File: src/rtl/dct_quant_stage.sv
// Quantize/dequantize stage between the forward dct and the idct.
// Captures 64-coefficient blocks into ping-pong banks and re-streams them with a done window.
//
// rd_state | meaning
// ---------+------------------------------------------------------------
// IDLE     | waiting for the bank at rd_bank to become full
// DRAIN    | presenting bank[rd_bank][rd_cnt] on dout with done=1
// GAP      | single done=0 cycle between consecutive output windows
module dct_quant_stage #(
    parameter int BitWidth = 31,
    parameter int COEF_W   = 14,
    parameter int QBIAS    = 0,
    parameter int BLOCK    = 64
) (
    input  logic              clk,
    input  logic              reset,
    input  logic              din_valid,
    input  logic [BitWidth:0] din,
    output logic              done,
    output logic [BitWidth:0] dout,
    output logic              overrun,
    output logic [4:0]        state_out
);

    typedef enum logic [1:0] {
        IDLE  = 2'd0,
        DRAIN = 2'd1,
        GAP   = 2'd2
    } rd_state_t;

    localparam int DW = COEF_W + 8;
    localparam logic [5:0] LAST = 6'(BLOCK - 1);
    localparam logic signed [DW-1:0] SAT_MAX = DW'((2 ** (COEF_W - 1)) - 1);
    localparam logic signed [DW-1:0] SAT_MIN = DW'(-(2 ** (COEF_W - 1)));

    rd_state_t rd_state;
    logic       wr_bank;
    logic       rd_bank;
    logic [5:0] wr_cnt;
    logic [5:0] rd_cnt;
    logic [1:0] full;
    logic       skip;

    logic signed [COEF_W-1:0] mem [0:2*BLOCK-1];
    logic signed [COEF_W-1:0] rd_word;

    logic signed [COEF_W-1:0] coef;
    logic signed [COEF_W-1:0] coef_q;
    logic [3:0]               pos_sum;
    logic [31:0]              s_raw;
    logic [2:0]               shift;
    logic signed [COEF_W:0]   rnd;
    logic signed [COEF_W:0]   sum_cr;
    logic signed [COEF_W:0]   q_val;
    logic signed [DW-1:0]     d_ext;
    logic signed [DW-1:0]     d_full;

    logic       wr_en;
    logic       ovr_hit;
    logic [1:0] set_mask;
    logic [1:0] clr_mask;
    logic       unused_din;

    assign unused_din = ^din[BitWidth-COEF_W:0];

    // Step grows with distance from DC: shift = (row+col)/2 + QBIAS, capped at 7.
    always_comb begin
        coef    = din[BitWidth -: COEF_W];
        pos_sum = {1'b0, wr_cnt[5:3]} + {1'b0, wr_cnt[2:0]};
        s_raw   = 32'(pos_sum >> 1) + 32'(QBIAS);
        shift   = (s_raw > 32'd7) ? 3'd7 : s_raw[2:0];
        rnd     = (shift == 3'd0) ? '0 : ((COEF_W+1)'(1) << (shift - 3'd1));
        sum_cr  = $signed({coef[COEF_W-1], coef}) + rnd;
        q_val   = sum_cr >>> shift;
        d_ext   = {{(DW-COEF_W-1){q_val[COEF_W]}}, q_val};
        d_full  = d_ext <<< shift;
        if (d_full > SAT_MAX) begin
            coef_q = SAT_MAX[COEF_W-1:0];
        end else if (d_full < SAT_MIN) begin
            coef_q = SAT_MIN[COEF_W-1:0];
        end else begin
            coef_q = d_full[COEF_W-1:0];
        end
    end

    // A window that opens onto a still-full bank is dropped in its entirety.
    always_comb begin
        ovr_hit  = din_valid && !skip && (wr_cnt == 6'd0) && full[wr_bank];
        wr_en    = din_valid && !skip && !ovr_hit;
        set_mask = (wr_en && wr_cnt == LAST) ? (2'b01 << wr_bank) : 2'b00;
        clr_mask = (rd_state == DRAIN && rd_cnt == LAST) ? (2'b01 << rd_bank) : 2'b00;
    end

    always_ff @(posedge clk) begin
        if (wr_en) begin
            mem[{wr_bank, wr_cnt}] <= coef_q;
        end
    end

    assign rd_word   = mem[{rd_bank, rd_cnt}];
    assign state_out = {wr_bank, rd_bank, rd_state, overrun};

    always_ff @(posedge clk or posedge reset) begin
        if (reset) begin
            rd_state <= IDLE;
            wr_bank  <= 1'b0;
            rd_bank  <= 1'b0;
            wr_cnt   <= '0;
            rd_cnt   <= '0;
            full     <= 2'b00;
            skip     <= 1'b0;
            overrun  <= 1'b0;
            done     <= 1'b0;
            dout     <= '0;
        end else begin
            full <= (full & ~clr_mask) | set_mask;

            if (!din_valid) begin
                wr_cnt <= '0;
                skip   <= 1'b0;
            end else if (ovr_hit) begin
                overrun <= 1'b1;
                skip    <= 1'b1;
            end else if (wr_en) begin
                if (wr_cnt == LAST) begin
                    wr_cnt  <= '0;
                    wr_bank <= ~wr_bank;
                end else begin
                    wr_cnt <= wr_cnt + 6'd1;
                end
            end

            case (rd_state)
                IDLE: begin
                    done <= 1'b0;
                    if (full[rd_bank]) begin
                        rd_state <= DRAIN;
                        rd_cnt   <= '0;
                    end
                end
                DRAIN: begin
                    done <= 1'b1;
                    dout <= {{(BitWidth+1-COEF_W){rd_word[COEF_W-1]}}, rd_word};
                    if (rd_cnt == LAST) begin
                        rd_cnt   <= '0;
                        rd_bank  <= ~rd_bank;
                        rd_state <= GAP;
                    end else begin
                        rd_cnt <= rd_cnt + 6'd1;
                    end
                end
                GAP: begin
                    done     <= 1'b0;
                    rd_state <= full[rd_bank] ? DRAIN : IDLE;
                end
                default: begin
                    done     <= 1'b0;
                    rd_state <= IDLE;
                end
            endcase
        end
    end

endmodule
File: config.mk
export PLATFORM = sky130hd
export DESIGN_NAME = dct_quant_stage
export DESIGN_NICKNAME = d
export VERILOG_FILES = /design/src/rtl/dct_quant_stage.sv
export SDC_FILE = /design/constraint.sdc
export NUM_CORES = 2
export LEC_CHECK = 0
export BUFFER_PORTS_ARGS = -buffer_cell sky130_fd_sc_hd__buf_2
export CAP_MARGIN = 40
export CORE_UTILIZATION = 59
export CTS_BUF_LIST = sky130_fd_sc_hd__clkbuf_8
export DETAILED_ROUTE_END_ITERATION = 10
export GPL_TIMING_DRIVEN = 0
export HOLD_SLACK_MARGIN = 0.06
export PLACE_DENSITY = 0.77
export SETUP_SLACK_MARGIN = 0.4
export SKIP_LAST_GASP = 1
export SLEW_MARGIN = 20
export SYNTH_ARGS = -nofsm -noshare
export SYNTH_HDL_FRONTEND = slang
export SYNTH_SLANG_ARGS = --single-unit
File: constraint.sdc
create_clock -name clk -period 9.93 [get_ports clk]
set_clock_uncertainty 0.05 [all_clocks]
set_input_delay 1.986 -clock clk [delete_from_list [all_inputs] [get_ports clk]]
set_output_delay 1.986 -clock clk [all_outputs]
set_load 0.05 [all_outputs]
# == Word-level counts from Yosys, hierarchy flattened ==
# Memories as Yosys holds them, arrays and structs flattened. A register that Yosys moved wholly into a read port is not among the register bits.
# Index checks and enable logic that the tools add are counted.
# word_totals
input_bits,35
memories,1
output_inout_bits,39
ram_bits,1792
regBits,21
# memory_table
name,words,width,read_ports,rd_ports_with_merged_regs,write_ports,line,rtl
mem,128,14,1,1,1,44,logic signed [COEF_W-1:0] mem [0:2*BLOCK-1];
# classes
muxes,26
reduce_logical,18
magnitude_cmp,5
shift,5
n_bitwise,6
addsub,5
eq_ne,9
# ops
cell,count
6-bit two-way mux,6
14-bit two-way mux,2
"22-bit by 14-bit greater-than comparator with 1-bit output, second input constant",1
"22-bit by 14-bit less-than comparator with 1-bit output, second input constant",1
15-bit by 3-bit <<< shifter with 22-bit output,1
14-bit by 15-bit adder with 15-bit output,1
15-bit two-way mux,1
"1-bit by 3-bit << shifter with 15-bit output, first input constant",1
15-bit by 3-bit >>> shifter with 15-bit output,1
"6-bit by 1-bit adder with 6-bit output, second input constant",2
"6-bit == test, second input constant",2
6-bit case mux with 2 select lines,1
1-bit two-way mux,10
2-bit AND reduction,5
2-bit two-way mux,4
1-bit logical AND,6
6-bit zero test,1
"2-bit by 1-bit != test with 1-bit output, second input constant",3
2-bit case mux with 3 select lines,1
3-bit by 3-bit adder with 4-bit output,1
"1-bit by 2-bit less-than comparator with 1-bit output, second input constant",2
"2-bit != test, second input constant",2
4-bit AND reduction,1
"1-bit by 1-bit << shifter with 2-bit output, first input constant",2
other kinds (13),16

# == Logic depth before layout (Yosys ltp) ==
# depth
word_depth,12
depth_mapped,16

# == Worst setup path after synthesis ==
# Ideal clock, no wire load.
# synth_timing
path_kind,input to register
startpoint,input port din[18]
endpoint,"memory mem[0][1], data pin"
cell_stages,10
required_ns,8.655
path_slack_ns,-0.083
arrival_time_ns,8.738
cell_sequence,ha_1 inv_1 fa_1 nor2b_1 o31a_1 o31a_1 o21ai_1 nand4_1 nand2_1 o31ai_1
# synth_via
elab_chain_len,6
elab_cells_between_ends,7
classes_between,1 x add/sub; 2 x order compare; 2 x shift; 2 x mux
# synth_rtl
element,line,rtl
"start, declared",18,"input logic [BitWidth:0] din,"
14-bit by 15-bit adder with 15-bit output *,73,"sum_cr = $signed({coef[COEF_W-1], coef}) + rnd;"
15-bit by 3-bit >>> shifter with 15-bit output *,74,q_val = sum_cr >>> shift;
15-bit by 3-bit <<< shifter with 22-bit output *,76,d_full = d_ext <<< shift;
22-bit by 14-bit less-than comparator with 1-bit output,79,end else if (d_full < SAT_MIN) begin
14-bit two-way mux,79,
14-bit two-way mux *,77,if (d_full > SAT_MAX) begin
named net coef_q[1],48,logic signed [COEF_W-1:0] coef_q;
"end, declared",44,
# The timed path passes the listed nets; every way through them passes the cells marked *.

# == Worst setup path after layout ==
# layout_timing
startpoint,register wr_cnt[4]
endpoint,"memory mem[108][5], data pin"
# layout_via
elab_chain_len,12
elab_cells_between_ends,14
classes_between,3 x add/sub; 3 x order compare; 3 x shift; 4 x mux; 1 x reduce/logical
# layout_rtl
element,line,rtl
"start, declared",39,logic [5:0] wr_cnt;
"start signal, assigned",129,wr_cnt <= wr_cnt + 6'd1;
3-bit by 3-bit adder with 4-bit output *,69,"pos_sum = {1'b0, wr_cnt[5:3]} + {1'b0, wr_cnt[2:0]};"
3-bit greater-than comparator,71,shift = (s_raw > 32'd7) ? 3'd7 : s_raw[2:0];
3-bit two-way mux *,71,
3-bit by 1-bit subtractor with 3-bit output,72,rnd = (shift == 3'd0) ? '0 : ((COEF_W+1)'(1) << (shift - 3'd1));
1-bit by 3-bit << shifter with 15-bit output,72,
15-bit two-way mux,72,
14-bit by 15-bit adder with 15-bit output,73,
15-bit by 3-bit >>> shifter with 15-bit output,74,
15-bit by 3-bit <<< shifter with 22-bit output *,76,
22-bit by 14-bit less-than comparator with 1-bit output,79,
14-bit two-way mux,79,
14-bit two-way mux *,77,
named net coef_q[5],48,
# Marks and branches as above.

==> impl_metrics.ini <==
[synth]
total_of_flip_flops_plus_latches_after_synthesis = 1827
synth_flop_cell = edfxtp_1
postSynthCellCount = 3238
edff_count_synth = 1792
synth_area_per_cell_sq_um = 21.9
async_flop_share_pct = 1.92
syn_area_sq_um = 70900
synth_cell_type_count = 57
ys_seq_area_share_pct = 77.1
synthesis.nets = 3288
synth-warning-count = 0

[worst_hold_path]
worstHoldPathType = reg2reg
timing.hold.worst.start = overrun$_DFFE_PP0P_
worstHoldPathCells = 1
worstHoldEndpoint = overrun$_DFFE_PP0P_

[worst_setup_path]
combined_buffer_and_inverter_count_along_the_critical_path = 5
crit_arrival_ns = 6.56
crit_path_start_kind = register
worst_r2r_startpoint = wr_cnt[4]$_DFFE_PP0P_
crit_path_max_fanout = 37
cp_data_required_time_ns = 10.55
r2r_worst_path_depth = 17
critical-path-top-delay-family = simple AND/OR/NAND/NOR gates
worst_setup_path_startpoint = wr_cnt[4]$_DFFE_PP0P_
reg2reg_setup_slack_ns = 3.99
endpoint_kind = register
crit_path_cell_trace = clkbuf_1 > inv_1 > fa_1 > xnor2_1 > clkbuf_1 > nand2_1 > nor2_1 > ha_1 > nor2b_1 > o31a_1 > o31a_1 > o21ai_1 > nand2_1 > nor2_1 > nor2_4 > buf_16 > buf_12
crit_path_max_incr_delay_ns = 0.63
cpMaxStageDelayCell = nor2_1
critical_path.reg2reg.endpoint = mem[108][5]$_DFFE_PP_
critical_path_class = reg2reg

[timing]
post-route-period-util_pct = 59.8
finalWorstPathRequiredPeriod_ns = 5.94
rsz_0062_raised_after_global_routing = no
fmax_mhz = 168
finalHoldViolCount = 0
worst_tran_pin_value_ns = 1.06
slew-limit-headroom_pct = 28.8
timing.final.max_slew_violations = 0
whs_ns = 0.448
final_number_of_setup_violating_endpoints = 0

[job]
maxCapViolCount = 0

[floorplan]
placement_rows = 126
io-pin-count = 74
placeable_core_region_sq_um = 119000
die_x_microns = 349
die_area_sq_um = 122000
die-height_microns = 349
floorplan.initialDensity_pct = 59.8

[cts]
cts-htree-levels = 5
worstSkewPairLatency_ns = 0.97
cts_tree = done
bufs_on_longest_clock_path = 4
setup_buffers_after_cts = 0
postCtsResizedCells = 0
cts.sink_count = 1827
post_cts_hold_buffer_count = 0
cts.reportedPaths.clkPinSlew_ns = 0.06
root_buffer = clkbuf_8
tritoncts.num_buffers = 294

[placement]
portBuffers = 54
detailed_place_hpwl_mm = 130
gp_congestion = 0.970

[global_route]
grt_antenna_before_repair = 4
globalRouteTotalUtil_pct = 31.6
grt_max_degree = 66
grt_first_pass_wirelength_mm = 267
overflow = 0
number_of_global_route_vias_before_repair = 37900

[pwr]
power.switching_fraction_pct = 22.4
sequentialPowerShare_pct = 57.0
total_switching_power_mw = 3.46
internal_power_mw = 12.0
vdd_drop_max_uv = 213
power.share.clock_pct = 37.2
fin_total_pwr_mw = 15.5
pwr-share-comb_pct = 5.8
power.leakage_nw = 25.6
power-per-cell-area_nw_per_um2 = 189

[detailed_routing]
avgViaCountPerCell = 6.76
route.detailed.wl_per_inst_microns = 33.7
detail_route.drc_violations = 0
route.antenna.remaining_nets = 0
num_vias = 37900
detailedRoute.firstPassIterationCount = 6
wire_length_after_detailed_routing_mm = 189
drt_iter0_markers = 6153

[layout]
final_layout_size_suffix_gt1_share_pct = 32.9
mostFrequentLayoutCells = edfxtp_1 (1792), mux4_2 (466), clkbuf_8 (307)
syn_to_final_growth_pct = 15.5
fin_nets = 3852
mostFrequentLayoutCell = edfxtp_1

[run_status]
run_status = finished, final reports clean
==> synth_stat cells, types with 35 or more instances <==
cell type	number	share of area, %
edfxtp_1	1792	76
mux4_2	466	15
nor2_1	158	0.84
mux2i_1	117	1.7
nand2_1	74	0.39
clkbuf_1	71	0.38
o22ai_1	55	0.49
buf_2	54	0.38
a22oi_1	51	0.54
buf_1	38	0.20
o21ai_0	37	0.26
dfrtp_1	35	1.2
==> state kept, by name (all words and copies together) (netlist names) <==
| name | flops |
|---|---|
| mem | 1792 |
| dout | 14 |
| rd_cnt | 6 |
| wr_cnt | 6 |
| full | 2 |
| rd_state | 2 |
| done | 1 |
| overrun | 1 |
| rd_bank | 1 |
| skip | 1 |
| wr_bank | 1 |
==> cells by family (layout without fill, tap and decap cells) <==
group | after synthesis | after routing | synth area share [%]
AOI/OAI and AO/OA | 269 | 269 | 2.61
and+or+nand+nor | 319 | 319 | 1.96
other | 1 | 7 | 0.00529
muxes | 585 | 585 | 16.5
adders and majority gates | 15 | 15 | 0.286
xor gates and xnor gates | 10 | 10 | 0.123
DFF | 1827 | 1827 | 77.1
buffers and inverters | 212 | 972 | 1.44
==> area by class of cell <==
class	instances	area [sq um]
fill	6866	36600
clock buffer	307	4230
multi-input combinational	1199	15700
timing repair buffer	268	3410
sequential	1827	54700
inverter	11	41.3
clock inverter	185	841
tap	1600	2000
antenna	6	15.0
buffer	201	991
==> stage by stage <==
| step | setup TNS (ns) | std cells | utilization [%] | cell area [sq um] | worst slack [ns] |
|---|---|---|---|---|---|
| 2_1_floorplan | 0 | 3238 | - | 70900 | 0.423 |
| 3_3_place_gp | -3203.25 | 4892 | 61.8 | 73200 | -6.83 |
| 3_5_place_dp | 0 | 5079 | 64.6 | 76600 | 4.06 |
| 4_1_cts | 0 | 5571 | 68.9 | 81600 | 4.06 |
| 5_1_grt | 0 | 5599 | 69.1 | 81900 | 3.72 |
| 6_report | 0 | 5604 | 69.1 | 81900 | 3.99 |
==> worst register-to-register path: stages, from the launching register on <==
cell and delay, ns:
dfrtp_1 0.35, clkbuf_1 0.31, inv_1 0.15, fa_1 0.55, xnor2_1 0.31, clkbuf_1 0.43, nand2_1 0.21, nor2_1 0.15
ha_1 0.29, nor2b_1 0.17, o31a_1 0.28, o31a_1 0.30, o21ai_1 0.50, nand2_1 0.11, nor2_1 0.63, nor2_4 0.33
buf_16 0.27, buf_12 0.23
==> power by group through the flow <==
stage | Clock (mW) | Sequential, mW | Combinational (mW)
6_report | 5.75 | 8.82 | 0.896
3_5_place_dp | 0 | 8.98 | 0.870
3_3_place_gp | 0 | 9.16 | 0.571
2_1_floorplan | 0 | 9.06 | 0.318
5_1_grt | 6.10 | 8.82 | 0.920
4_1_cts | 5.78 | 8.82 | 0.868
==> how the worst max path moves through the flow <==
stage,to,slack [ns],cells past startpoint
detailed placement,mem[108][5]$_DFFE_PP_,4.06,17
finish,mem[108][5]$_DFFE_PP_,3.99,17
global placement,mem[18][9]$_DFFE_PP_,-6.83,14
floorplan,mem[0][9]$_DFFE_PP_,0.42,7
CTS,mem[108][5]$_DFFE_PP_,4.06,17
global route,mem[108][5]$_DFFE_PP_,3.72,17
==> per-layer routing <==
metal	share of wire (%)	up-vias	global-route usage (%)
li1	-	14800	-
met1	34	19300	42.4
met2	46	3103	47.3
met3	13	596	8.64
met4	6.0	0	17.9
met5	0	-	0
Power figures use the tool's default switching activity.
